## src/rtl/pulse_stretch.sv

```systemverilog
`default_nettype none
// ============================================================================
// Module      : pulse_stretch
// Description : Stretches a single-cycle trigger into a len-cycle high level,
//               followed by a gap-cycle holdoff, with optional retriggering.
// Revision    : 1.0 - initial release
// ============================================================================
module pulse_stretch #(
    parameter int CNT_W  = 8,
    parameter bit RETRIG = 1'b0
) (
    input  logic             clk,
    input  logic             rst,
    input  logic             trig,
    input  logic [CNT_W-1:0] len,
    input  logic [CNT_W-1:0] gap,
    output logic             out,
    output logic             busy,
    output logic             done,
    output logic             miss
);

    typedef enum logic [1:0] {
        S_IDLE = 2'd0,
        S_HIGH = 2'd1,
        S_HOLD = 2'd2
    } state_t;

    localparam logic [CNT_W-1:0] CNT_ONE = CNT_W'(1);

    state_t           state;
    state_t           state_d;
    logic [CNT_W-1:0] cnt;
    logic [CNT_W-1:0] cnt_d;
    logic             done_d;
    logic             miss_d;

    always_ff @(posedge clk or negedge rst) begin
        if (!rst) begin
            state <= S_IDLE;
            cnt   <= '0;
            done  <= 1'b0;
            miss  <= 1'b0;
        end else begin
            state <= state_d;
            cnt   <= cnt_d;
            done  <= done_d;
            miss  <= miss_d;
        end
    end

    always_comb begin
        state_d = state;
        cnt_d   = cnt;
        done_d  = 1'b0;
        miss_d  = 1'b0;
        case (state)
            S_IDLE: begin
                if (trig && (len != '0)) begin
                    state_d = S_HIGH;
                    cnt_d   = len - CNT_ONE;
                end
            end
            S_HIGH: begin
                // A retrigger wins over the exit on the last high cycle.
                if (RETRIG && trig && (len != '0)) begin
                    cnt_d = len - CNT_ONE;
                end else begin
                    miss_d = trig && !RETRIG;
                    if (cnt != '0) begin
                        cnt_d = cnt - CNT_ONE;
                    end else begin
                        done_d = 1'b1;
                        if (gap != '0) begin
                            state_d = S_HOLD;
                            cnt_d   = gap - CNT_ONE;
                        end else begin
                            state_d = S_IDLE;
                        end
                    end
                end
            end
            S_HOLD: begin
                miss_d = trig;
                if (cnt != '0) begin
                    cnt_d = cnt - CNT_ONE;
                end else begin
                    state_d = S_IDLE;
                end
            end
            default: begin
                state_d = S_IDLE;
                cnt_d   = '0;
            end
        endcase
    end

    assign out  = (state == S_HIGH);
    assign busy = (state != S_IDLE);

endmodule
`default_nettype wire

```

## config.mk

```make
export PLATFORM = sky130hd
export DESIGN_NAME = pulse_stretch
export DESIGN_NICKNAME = d
export VERILOG_FILES = /design/src/rtl/pulse_stretch.sv
export SDC_FILE = /design/constraint.sdc
export NUM_CORES = 1
export LEC_CHECK = 0
export ABC_AREA = 1
export BUFFER_PORTS_ARGS = -buffer_cell sky130_fd_sc_hd__buf_2
export CORE_UTILIZATION = 50
export DETAILED_ROUTE_END_ITERATION = 10
export HOLD_SLACK_MARGIN = 0.15
export PLACE_DENSITY = 0.68
export SETUP_SLACK_MARGIN = 0.05
export SLEW_MARGIN = 25
export SYNTH_ARGS = -nofsm -noshare
export SYNTH_HDL_FRONTEND = slang
export SYNTH_SLANG_ARGS = --single-unit
```

## constraint.sdc

```tcl
create_clock -name clk -period 2.7 [get_ports clk]
set_input_delay 0 -clock clk [delete_from_list [all_inputs] [get_ports clk]]
set_output_delay 0 -clock clk [all_outputs]
set_load 0.02 [all_outputs]
```

==> impl_metrics.toml <==
[run_status]
outcome = "complete, no violations"

[timing]
finalHoldViolCount = 0
tightest_slew_ps = 308
fin_tns_setup_ps = 0
slew_headroom_pct = 79.4
fin_crit_sh_pct = 59.1
setup_viol = 0
rsz0062_at_grt = "no"
slew_viol_final = 0
period_needed_ps = 1600
skew_ps = 6.33
fmax_ghz = 0.627
worst_slack_ps = 1100

[critical_path]
start_kind = "register"
cp_max_fo = 7
rr_worst_depth = 11
rr_startpoint = "cnt[1]$_DFFE_PN0P_"
rrSetupSlack_ps = 1100
timing.rr.end = "cnt[2]$_DFFE_PN0P_"
cp.arrival_ps = 1760
worstPathRequired_ps = 2870
setup.worst_path.start = "cnt[1]$_DFFE_PN0P_"
end_kind = "register"
critPathKind = "reg -> reg"

[synth]
synth_top_area_share_pct = 22.4
synthTopCellsByCount = "nand2_1, nand3_1, inv_1, nor2_1"
synth_area_leader_cell = "dfrtp_1"
synth_cells = 201
ys_seq_elements = 12
synth_edf_count = 0
synth_async_sr_flop_share_pct = 100
yosysUniqueCellTypes = 25
ys.flop_type = "dfrtp_1"
syn_nets = 230
avgSynthCellArea_um2 = 6.68
ys_top_cells_by_area = "dfrtp_1, nand2_1, ha_1"
synth_warnings = 0
yosysMostFrequentCell = "nand2_1"
syn_area_um2 = 1340
synth-seq-area-share_pct = 22.4

[hold_path]
hold_class = "in -> reg"
holdPathEnd = "cnt[5]$_DFFE_PN0P_"
hold_depth = 6
min_from = "gap[5]"

[cells_and_area]
fin_nets = 261
fillers = 242
final_core_util_pct = 62.1
area.growth.synth_to_final_pct = 15.7
diodes = 0
stdcell_area_um2 = 1550
drive_gt1_share_pct = 27.8

[routing]
drt-initial-drc-count = 38
viasPerCell = 5.05
via_count = 1313
routed_wl_mm = 3.09
drc = 0
dr.pass1.iters = 4
wl_per_cell_um = 11.9
ant_nets = 0

[floorplanning]
die_h_um = 53.8
floorplan.initialDensity_pct = 53.7
num_rows = 18
io_pins = 23
die_area_um2 = 2900
core_um2 = 2500
die_x_um = 53.8

[grt]
grt_max_degree = 8
grt_pass1_vias = 1213
antenna_found_initial = 0
grt_pass1_wl_mm = 5.09
grtUsageTotal_pct = 24.3
grt_overflow = 0

[power]
p_leak_nw = 0.865
cellPowerDensity_nw_per_um2 = 914
peakVddDrop_v = 0.000610

[placed_design]
port_buffers = 22
globalplace.congestion = 0.882
pre_cts_slack_ps = 1130
place_hpwl_mm = 2.56
dpl-instance-area_um2 = 1490

[clock_network]
hold_buffers = 4
cts.htree.levels = 1
clk_latency_ps = 270
cts_root_buf = "clkbuf_4"
post_cts_buffers = 0
post_cts_resized = 0
cts_tree = "built"
cts.clk_slew.worst_paths_ps = 80
cts_buffers = 3
numClockSinks = 12
cts_buffer_depth = 2

[job]
drv_cap = 0
## kinds of logic after synthesis
kind of cell               Yosys count  share of synthesized area, %
adders and majority gates           10                          9.32
DFF                                 12                          22.4
and+or+nand+nor                    120                          45.1
xor gates and xnor gates             7                          4.57
AOI/OAI and AO/OA                   15                          8.11
buffers and inverters               37                          10.5
## sequential cells by signal (all words and copies together), names as in the netlist
register and count:
cnt 8, done 1, miss 1, state 2
## where the power goes
part	switching (mW)	total (mW)	internal [mW]
sequential	0.0658	0.327	0.261
clock	0.0614	0.113	0.0516
combinational	0.633	0.980	0.347
## worst max-delay path by stage
stage	end	slack [ps]	depth (start not counted)
2_1_floorplan	cnt[0]$_DFFE_PN0P_	1210	9
3_3_place_gp	cnt[3]$_DFFE_PN0P_	1120	11
4_1_cts	cnt[5]$_DFFE_PN0P_	1100	4
6_report	cnt[2]$_DFFE_PN0P_	1100	11
5_1_grt	cnt[2]$_DFFE_PN0P_	950	11
3_5_place_dp	cnt[2]$_DFFE_PN0P_	1130	11
## per-stage QoR
stage / total power [mW] / cells / hold WS, ps
detailed placement: 1.29 / 253 / -98.4
finish: 1.42 / 260 / 165
global route: 1.56 / 260 / 237
floorplan: 1.08 / 201 / -296
global placement: 1.28 / 253 / -107
CTS: 1.41 / 260 / 170
## placed cells by master (no fill, tap or decap)
cell / n
a21oi_1: 4
and2_1: 1
buf_2: 22
clkbuf_4: 3
dfrtp_1: 12
dlygate4sd3_1: 4
ha_1: 10
inv_1: 24
inv_2: 12
inv_4: 1
nand2_1: 51
nand2_2: 7
nand2_4: 4
nand3_1: 25
nand3_2: 3
nand4_1: 6
nor2_1: 15
nor2_2: 2
nor2_4: 2
nor3_4: 1
o21ai_0: 3
o21ai_1: 2
o21ai_2: 4
o21ai_4: 1
o31ai_2: 1
or2_1: 2
or2_2: 1
xor2_1: 7
## critical path, cell delays in order (launching register included)
cell and delay, ps:
dfrtp_1 360, inv_1 150, ha_1 170, inv_1 60
nor3_4 170, nand2_2 120, nand2_2 90, nand2_4 80
nand2_1 80, nand3_1 80, nand2_1 90, o21ai_2 50
## layer usage
metal | GRT usage [%] | wire length, µm | share of wire, % | up-vias
met1 | 31.4 | 1500 | 49 | 586
met4 | 7.02 | 39 | 1.3 | 0
met5 | 0 | 0 | 0 | -
met2 | 42.2 | 1460 | 47 | 30
li1 | - | - | - | 693
met3 | 2.54 | 86 | 2.8 | 4
## layout make-up
cell class | instances | area [µm²] | share of cell area (%)
Multi-Input combinational cell | 152 | 901 | 58.0
Inverter | 37 | 141 | 9.11
Timing Repair Buffer | 26 | 150 | 9.67
Clock buffer | 3 | 22.5 | 1.45
Tap cell | 30 | 37.5 | 2.42
Sequential cell | 12 | 300 | 19.3
No activity file was read; power rests on OpenSTA's default activity.
